==> config.mk <==
export PLATFORM = sky130hd
export DESIGN_NAME = dip_input_filter
export DESIGN_NICKNAME = d
export VERILOG_FILES = /design/src/rtl/dip_input_filter.sv
export SDC_FILE = /design/constraint.sdc
export NUM_CORES = 1
export LEC_CHECK = 0
export CORE_UTILIZATION = 50
export DETAILED_ROUTE_END_ITERATION = 8
export DONT_BUFFER_PORTS = 1
export MAX_ROUTING_LAYER = met4
export PLACE_DENSITY = 0.66
export SLEW_MARGIN = 25
export SYNTH_ARGS = -nofsm -noshare
export SYNTH_HDL_FRONTEND = slang
export SYNTH_SLANG_ARGS = --single-unit
==> constraint.sdc <==
create_clock -name i_CLK -period 2.22 [get_ports i_CLK]
set_input_delay 0.333 -clock i_CLK [delete_from_list [all_inputs] [get_ports i_CLK]]
set_output_delay 0.333 -clock i_CLK [all_outputs]
set_load 0.02 [all_outputs]
==> src/rtl/dip_input_filter.sv <==
// Stability filter for the deserialized DIP switch word: accepts a value only after it
// has held for STABLE_CYCLES edges, and reports accepted changes via a sticky mask and IRQ.
module dip_input_filter #(
  parameter int WIDTH         = 16,
  parameter int STABLE_CYCLES = 64
) (
  input  logic             i_CLK,
  input  logic             i_RESET,
  input  logic [WIDTH-1:0] i_DIP16,
  input  logic             i_ACK,
  output logic [WIDTH-1:0] o_DIP_STABLE,
  output logic             o_VALID,
  output logic [WIDTH-1:0] o_CHANGED_MASK,
  output logic             o_IRQ,
  output logic [7:0]       o_EVENT_COUNT
);

  localparam int CW = $clog2(STABLE_CYCLES);
  localparam logic [CW-1:0] CNT_MAX = CW'(STABLE_CYCLES - 1);

  logic [WIDTH-1:0] cand_r;
  logic [CW-1:0]    cnt_r;

  logic             same_s;
  logic             sat_s;
  logic             commit_s;
  logic [WIDTH-1:0] delta_s;
  logic [WIDTH-1:0] mask_next_s;

  // commit decision and next change mask, all from pre-edge register values
  always_comb begin
    same_s      = (i_DIP16 == cand_r);
    sat_s       = (cnt_r == CNT_MAX);
    commit_s    = same_s && sat_s && (!o_VALID || (cand_r != o_DIP_STABLE));
    delta_s     = cand_r ^ o_DIP_STABLE;
    mask_next_s = o_CHANGED_MASK;
    if (commit_s && o_VALID) begin
      // an ack on the same edge drops the old bits but keeps this update's bits
      if (i_ACK) begin
        mask_next_s = delta_s;
      end else begin
        mask_next_s = o_CHANGED_MASK | delta_s;
      end
    end else if (i_ACK) begin
      mask_next_s = '0;
    end else begin
      mask_next_s = o_CHANGED_MASK;
    end
  end

  // candidate capture and saturating stability counter
  always_ff @(posedge i_CLK) begin
    if (i_RESET) begin
      cand_r <= '0;
      cnt_r  <= '0;
    end else if (!same_s) begin
      cand_r <= i_DIP16;
      cnt_r  <= '0;
    end else if (!sat_s) begin
      cnt_r  <= cnt_r + CW'(1);
    end
  end

  // accepted word, valid flag, change mask and event counter
  always_ff @(posedge i_CLK) begin
    if (i_RESET) begin
      o_DIP_STABLE   <= '0;
      o_VALID        <= 1'b0;
      o_CHANGED_MASK <= '0;
      o_EVENT_COUNT  <= 8'd0;
    end else begin
      o_CHANGED_MASK <= mask_next_s;
      if (commit_s) begin
        o_DIP_STABLE <= cand_r;
        o_VALID      <= 1'b1;
        // the first acceptance after reset is a baseline, not a change event
        if (o_VALID) begin
          o_EVENT_COUNT <= o_EVENT_COUNT + 8'd1;
        end
      end
    end
  end

  assign o_IRQ = |o_CHANGED_MASK;

endmodule
-- Yosys cells after proc, flatten, opt, wreduce, memory -nomap -nowiden
Cells that the tools add are included.
W data, S select, Z words.
- output and inout bits: 42
- bits in latches: 0
- ROM bits: 0
- memories: 0
- input bits: 19
- memory bits (writable): 0
- word-level logic and storage cells: 26
- bits in registers: 63
- $mul: 0
- equal/unequal tests: 3
- order comparisons: 0
- reductions and logical operators: 9
- bitwise gates (word level): 3
- shift operators: 0
- muxes and demuxes: 3
- div/mod/pow operators: 0
- add/sub/neg operators: 2
- operators by type and width (kind ; number):
    $mux W16 ; 3
    $eq A16 B16 Y1 ; 1
    $ne A16 B16 Y1 ; 1
    $or A16 B16 Y16 ; 1
    $reduce_or A16 Y1 ; 1
    $xor A16 B16 Y16 ; 1
    $add A8 B1 Y8 const B ; 1
    $add A6 B1 Y6 const B ; 1
    $eq A6 B6 Y1 const B ; 1
    $logic_and A1 B1 Y1 ; 3
    $reduce_and A2 Y1 ; 1
    $reduce_bool A2 Y1 ; 1
    $reduce_or A2 Y1 ; 1
    $logic_not A1 Y1 ; 1
    $logic_or A1 B1 Y1 ; 1
    $not A1 Y1 ; 1

-- Depth between registers and ports, before layout
Gate-level depths: netlist (run 1).
- word-level depth: 5
- mapped depth: 7
- gate-level depth less buffers: 6

-- Least setup slack after synthesis (run 1)
Ideal clock, no wire load.
- kind: register -> register
- from: register o_DIP_STABLE[7]
- to: register o_EVENT_COUNT[5]
- clock period less this slack: 2.090 ns
- buffers on the path: 0
- path slack: 0.130 ns
- required time: 2.105 ns
- data arrival time: 1.975 ns
- setup time: 0.115 ns
- cell stages (with the launch flop): 7
- path through: dfxtp_1 -> xor2_1 -> or4_4 -> nor4_4 -> a211oi_2 -> and3_2 -> o21ba_2
- word-level cells in the longest chain between the ends: 4
- RTL lines (what ; line ; source):
    start, declared ; 11 ; output logic [WIDTH-1:0] o_DIP_STABLE,
    start signal, assigned ; 74 ; o_DIP_STABLE <= cand_r;
    $ne A16 B16 Y1 ; 34 ; commit_s = same_s && sat_s && (!o_VALID || (cand_r != o_DIP_STABLE));
    $logic_or A1 B1 Y1 ; 34 ;
    $logic_and A1 B1 Y1 ; 34 ;
    $reduce_and A2 Y1 (no source line) ; n/a ;
    end signal, assigned ; 78 ; o_EVENT_COUNT <= o_EVENT_COUNT + 8'd1;
    end, declared ; 15 ; output logic [7:0] o_EVENT_COUNT
No other way between the ends.
A chain may end at the register's enable or synchronous reset.

-- Worst setup path after layout (run 1)
- from: register cand_r[7]
- to: register o_EVENT_COUNT[2]
- word-level cells in the longest chain between the ends: 4
- elaborated cells between the ends (all ways): 6
- those cells by class: 2 x eq/ne; 4 x reduce/logical
- RTL lines (what ; line ; source):
    start, declared ; 21 ; logic [WIDTH-1:0] cand_r;
    start signal, assigned ; 57 ; cand_r <= i_DIP16;
    $eq A16 B16 Y1 or $ne A16 B16 Y1 (tied branches) ; 32, 34 ;
    $logic_and A1 B1 Y1 or $logic_or A1 B1 Y1 (tied branches) ; 34 ;
    $logic_and A1 B1 Y1 (*) ; 34 ;
    $reduce_and A2 Y1 (no source line) (*) ; n/a ;
Every way passes the cells marked *; elsewhere a longest branch is shown, timed or not.

==> results.py, run 1 <==
metrics = {
    "detailed_routing": {
        "drt_pass1_iterations": 4,
        "vias_per_cell": 5.29,
        "wl_met2_mm": 2.98,
        "post-route-drc-count": 0,
        "highest_layer": "met4",
        "routedWlPerCell_um": 15.5,
        "drtIter0Drc": 84,
        "routed-wl-met3_um": 505,
        "via_count": 2063,
        "antenna_left": 0,
        "drt-met1-wl_mm": 2.44,
        "finalWirelength_mm": 6.05,
    },
    "synthesis": {
        "synth_top_area_cell": "dfxtp_1",
        "synth_top_area_frac": 0.463,
        "synth-edff-count": 0,
        "ys_top_cells_by_count": "63 x dfxtp_1, 43 x nor2_1, 32 x nor2b_1, 32 x xor2_1, 22 x a21oi_1",
        "synth_nets": 305,
        "synthCells": 284,
        "ys_seq_area_frac": 0.463,
        "ys_types": 37,
        "yosysMostFrequentCell": "dfxtp_1",
        "synthArstFlopShare": 0,
        "ys_ff_latch": 63,
        "synth_area_um2": 2720,
        "syn_area_per_cell_um2": 9.59,
        "ys.flop_type": "dfxtp_1",
        "synthTopCellsByArea": "dfxtp_1 46%, xor2_1 10%, nor2b_1 7.3%",
        "ys_warn_count": 0,
    },
    "cells_and_area": {
        "final_core_util": 0.624,
        "antenna_cells": 0,
        "nFillCells": 439,
        "finalNetCount": 336,
        "layout.cells.non_filler": 390,
        "final_layout_size_suffix_gt1_frac": 0.222,
        "area_growth_pct": 18.5,
    },
    "worst_setup_path": {
        "crit_fanout": 6,
        "required_ps": 2500,
        "reg2reg_depth": 8,
        "start_kind": "flop",
        "arrival_ps": 2420,
        "worstSetupPathType": "reg -> reg",
        "reg2reg_to": "o_EVENT_COUNT[2]",
        "cp-end-kind": "flop",
        "reg2reg_slack_ps": 80,
        "r2r-start": "cand_r[7]",
    },
    "hold_path": {
        "hp-start": "i_RESET",
        "min_to": "o_EVENT_COUNT[2]",
        "hold_path_class": "in -> reg",
        "min_path_cells": 1,
    },
    "global_routing": {
        "overflow": 0,
        "grt_usage": 0.239,
        "grt_pass1_wl_mm": 9.37,
        "antenna_found_initial": 0,
        "grt_max_degree": 59,
        "grt_pass1_vias": 1939,
    },
    "die": {
        "core_um2": 5170,
        "fp.dieH_um": 75.8,
        "start_util": 0.527,
        "row_count": 26,
        "ioPinCount": 61,
        "dieArea_um2": 5750,
        "dieWidth_um": 75.8,
    },
    "clock_tree": {
        "cts_buffers": 9,
        "cts_tree": "yes",
        "cts_hold_buf": 0,
        "cts_max_level": 3,
        "cts_buffer_depth": 2,
        "clk_pin_slew_ps": 70,
        "cts_sinks": 63,
        "clk_latency_ps": 340,
        "cts_root_buffer": "clkbuf_8",
    },
    "timing": {
        "period_share": 0.965,
        "max_freq_mhz": 467,
        "setup_viol": 0,
        "timing.final.hold_violations": 0,
        "fin_skew_ps": 6.78,
        "period_needed_ps": 2140,
        "maxSlewHeadroom": 0.576,
        "finalSetupTns_ps": 0,
        "worst_pin_slew_ps": 632,
        "drv_slew": 0,
    },
    "placement": {
        "gp_congestion": 0.763,
        "portBuffers": 0,
        "dp_hpwl_mm": 4.22,
        "placed_cells": 368,
    },
    "power_and_ir_drop": {
        "cellPowerDensity_nw_per_um2": 688,
        "ir_drop_mv": 0.618,
        "leakagePower_uw": 0.00133,
        "total_power_uw": 2220,
    },
    "outcome": {
        "status": "completed",
    },
    "run": {
        "maxCapViolations": 0,
    },
}
==> cell usage in the layout, fill, tap and decap left out, drive strengths merged, types with 2 or more instances in the layout <==
cell,Yosys,final
clkbuf,8,10
clkinv,0,3
buf,4,32
or4,3,3
nand4,4,4
nand3,5,5
nand2,3,3
a21oi,23,23
and4,2,2
and3,5,5
ha,2,2
nand3b,3,3
nor4,9,9
a21bo,2,2
nor2,43,43
inv,7,7
nor2b,32,32
dfxtp,63,63
nor3,3,3
xor2,32,32
mux2i,18,18
xnor2,3,3
clkinvlp,0,2
a21o,2,2
==> critical path, cell delays in order, from the launching register on <==
cell       delay, ps
dfxtp_1          350
xor2_1           170
or4_4            560
nor4_4           250
buf_4            170
a2111oi_4        100
buf_4            190
a21bo_2          200
a21oi_1          100
==> layout make-up <==
| type | count | area, um^2 | area share |
|---|---|---|---|
| clock inverter | 6 | 60.1 | 0.0186 |
| timing repair buffer | 32 | 248 | 0.0767 |
| multi-input combinational | 202 | 1400 | 0.434 |
| clock buffer | 10 | 138 | 0.0426 |
| inverter | 7 | 26.3 | 0.00814 |
| sequential | 63 | 1270 | 0.392 |
| tap | 70 | 87.6 | 0.0271 |
==> timing repair <==
action,CTS,global route
endpoints found under the hold margin,0,0
pin swaps,2,3
buffers inserted,1,5
cloned,1,0
endpoints found under the setup margin,1,39
gates resized for setup,4,6
==> where the power goes <==
part	total, uW	switching [uW]	internal (uW)
clock network	977	435	542
logic	80.5	41.2	39.3
registers	1160	16.9	1150
==> kinds of logic after synthesis <==
family	Yosys count	synth area share
adders and majority gates	2	0.00919
buffers and inverters	19	0.0335
DFF	63	0.463
muxes	18	0.0661
xor gates and xnor gates	35	0.113
and+or+nand+nor	114	0.238
AOI/OAI and AO/OA	33	0.0776
==> metrics by stage <==
| stage | area [um^2] | hold WS, ps | worst slack, ps |
|---|---|---|---|
| after floorplan | 2720 | 461 | 130 |
| after CTS | 3180 | 33.9 | 5.53 |
| after detailed placement | 2960 | 402 | 16.8 |
| final | 3230 | 52.0 | 77.6 |
| after global routing | 3230 | 28.1 | -1.72 |
| after global placement | 2960 | 401 | 36.5 |
==> per-layer routing <==
layer | up-vias | GRT usage
li1 | 1022 | -
met1 | 969 | 0.254
met2 | 59 | 0.384
met3 | 13 | 0.102
met4 | 0 | 0.111
met5 | - | -
==> state kept, by name (all words and copies together) (netlist names) <==
signal,flops
cand_r,16
o_VALID,1
cnt_r,6
o_CHANGED_MASK,16
o_DIP_STABLE,16
o_EVENT_COUNT,8
==> worst max-delay path by stage <==
stage                    startpoint                end  cells past startpoint
detailed placement        cand_r[7]  o_CHANGED_MASK[0]                      7
CTS                      cand_r[12]  o_CHANGED_MASK[0]                      7
global route              cand_r[8]   o_EVENT_COUNT[1]                      8
finish                    cand_r[7]   o_EVENT_COUNT[2]                      8
floorplan           o_DIP_STABLE[7]   o_EVENT_COUNT[5]                      6
global placement          cand_r[7]  o_CHANGED_MASK[9]                      7
No activity file was read; power rests on OpenSTA's default activity.
==> inputs of run 2 (changes only) <==
- TNS_END_PERCENT: not set -> 10
==> run 2 against run 1 <==
Against the previous run:
- core utilization is 0.41 points lower
- largest power group unchanged
- fmax hardly changed
- sequential power about the same
- die area unchanged
- final area fell by 0.66%
- register-to-register slack about the same
- critical endpoint unchanged
==> results.py, run 2 (synthesis gave the netlist of run 1 again) <==
metrics = {
    "detailed_routing": {
        "antenna_left": 0,
        "finalWirelength_mm": 6.05,
        "via_count": 2047,
        "post-route-drc-count": 0,
        "drtIter0Drc": 81,
        "routedWlPerCell_um": 15.6,
        "vias_per_cell": 5.28,
        "drt_pass1_iterations": 4,
    },
    "power_and_ir_drop": {
        "p_sw_uw": 493,
        "power.share.clock": 0.440,
        "p_seq_frac": 0.524,
        "p_comb_frac": 0.035,
        "p_sw_frac": 0.222,
        "cellPowerDensity_nw_per_um2": 692,
        "p_int_uw": 1730,
        "leakagePower_uw": 0.00132,
        "ir_drop_mv": 0.617,
    },
    "worst_setup_path": {
        "cpLargestDelayFamily": "simple AND/OR/NAND/NOR gates",
        "required_ps": 2500,
        "reg2reg_to": "o_EVENT_COUNT[2]",
        "reg2reg_depth": 8,
        "arrival_ps": 2420,
        "cp-end-kind": "flop",
        "r2r-start": "cand_r[7]",
        "worstSetupPathType": "reg -> reg",
        "crit_fanout": 6,
        "cp_slowest_stage_delay_ps": 560,
        "cp.buffers_inverters": 2,
        "start_kind": "flop",
        "reg2reg_slack_ps": 80,
        "cpMostUsedCell": "buf_4",
        "worstPathCellList": "xor2_1 -> or4_4 -> nor4_4 -> buf_4 -> a2111oi_4 -> buf_4 -> a21bo_2 -> a21oi_1",
        "cp_slowest_cell": "or4_4",
    },
    "placement": {
        "placed_cells": 368,
        "portBuffers": 0,
        "dp_hpwl_mm": 4.22,
        "gp_congestion": 0.763,
    },
    "clock_tree": {
        "cts_buffers": 9,
        "cts_sinks": 63,
        "cts_root_buffer": "clkbuf_8",
        "clk_latency_ps": 340,
        "cts_max_level": 3,
        "clk_pin_slew_ps": 70,
        "cts_buffer_depth": 2,
        "cts_tree": "yes",
    },
    "die": {
        "fp.dieH_um": 75.8,
        "start_util": 0.527,
        "row_count": 26,
        "core_um2": 5170,
        "dieArea_um2": 5750,
        "dieWidth_um": 75.8,
        "ioPinCount": 61,
    },
    "cells_and_area": {
        "final_layout_size_suffix_gt1_frac": 0.211,
        "antenna_cells": 0,
        "area_growth_pct": 17.7,
        "finalNetCount": 334,
        "nFillCells": 446,
        "final_core_util": 0.620,
        "mostFrequentLayoutCell": "dfxtp_1",
        "reg_top3": "cand_r: 16 flops, o_CHANGED_MASK: 16 flops, o_DIP_STABLE: 16 flops",
        "final_cell_mix": "61 x dfxtp_1, 43 x nor2_1, 32 x xor2_1, 32 x nor2b_1, 29 x buf_4",
        "layout.cells.non_filler": 388,
    },
    "timing": {
        "maxSlewHeadroom": 0.576,
        "setup_viol": 0,
        "max_freq_mhz": 467,
        "fin_skew_ps": 6.97,
        "timing.final.hold_violations": 0,
        "worst_pin_slew_ps": 632,
        "drv_slew": 0,
        "rsz0062_at_grt": "true",
        "finalSetupTns_ps": 0,
        "period_share": 0.965,
        "period_needed_ps": 2140,
    },
    "hold_path": {
        "hp-start": "i_RESET",
        "min_path_cells": 1,
        "min_to": "o_EVENT_COUNT[2]",
        "hold_path_class": "in -> reg",
    },
    "global_routing": {
        "antenna_found_initial": 0,
        "grt_pass1_vias": 1939,
        "grt_usage": 0.239,
        "grt_pass1_wl_mm": 9.37,
        "grt_max_degree": 59,
        "overflow": 0,
    },
    "outcome": {
        "status": "completed",
    },
    "run": {
        "maxCapViolations": 0,
    },
}
-- run 2: metrics by stage --
step | area (um^2) | total power (uW) | hold slack, ps | setup WS, ps
after floorplan | 2720 | 1260 | 461 | 130
after global placement | 2960 | 1260 | 401 | 36.5
after detailed placement | 2960 | 1270 | 402 | 16.8
after CTS | 3180 | 2250 | 33.9 | 5.53
after global routing | 3210 | 2310 | 28.1 | -28.2
final | 3210 | 2220 | 59.7 | 78.6
-- run 2: repair_timing --
item,CTS,global route
gates resized for setup,4,3
setup buffers,1,3
endpoints found under the setup margin,1,39
pin swaps,2,2
gates cloned,1,0
hold buffers,0,0
-- run 2: metal layers --
layer | up-vias | global-route usage | wire length (um)
met5 | - | - | 0
met4 | 0 | 0.111 | 121
met3 | 11 | 0.102 | 513
met2 | 59 | 0.384 | 2970
met1 | 960 | 0.254 | 2450
li1 | 1017 | - | -
-- run 2: how the worst max path moves through the flow --
stage | slack (ps) | depth (start not counted) | start | to
2_1_floorplan | 130 | 6 | o_DIP_STABLE[7] | o_EVENT_COUNT[5]
3_5_place_dp | 20 | 7 | cand_r[7] | o_CHANGED_MASK[0]
5_1_grt | -30 | 8 | cand_r[8] | o_EVENT_COUNT[1]
6_report | 80 | 8 | cand_r[7] | o_EVENT_COUNT[2]
4_1_cts | 6 | 7 | cand_r[12] | o_CHANGED_MASK[0]
3_3_place_gp | 40 | 7 | cand_r[7] | o_CHANGED_MASK[9]
-- run 2: power by group through the flow --
stage / logic [uW] / clock network (uW) / registers (uW)
2_1_floorplan: 72.9 / 0 / 1180
5_1_grt: 85.4 / 1060 / 1160
4_1_cts: 79.3 / 1010 / 1160
6_report: 78.6 / 977 / 1160
3_3_place_gp: 76.4 / 0 / 1190
3_5_place_dp: 76.9 / 0 / 1190
-- run 2: cell type report --
class	count	area, um^2	area share
Multi-Input combinational cell	202	1400	0.437
Sequential cell	63	1260	0.394
Clock inverter	6	60.1	0.0187
Tap cell	70	87.6	0.0273
Inverter	7	26.3	0.00819
Timing Repair Buffer	30	229	0.0714
Clock buffer	10	138	0.0429
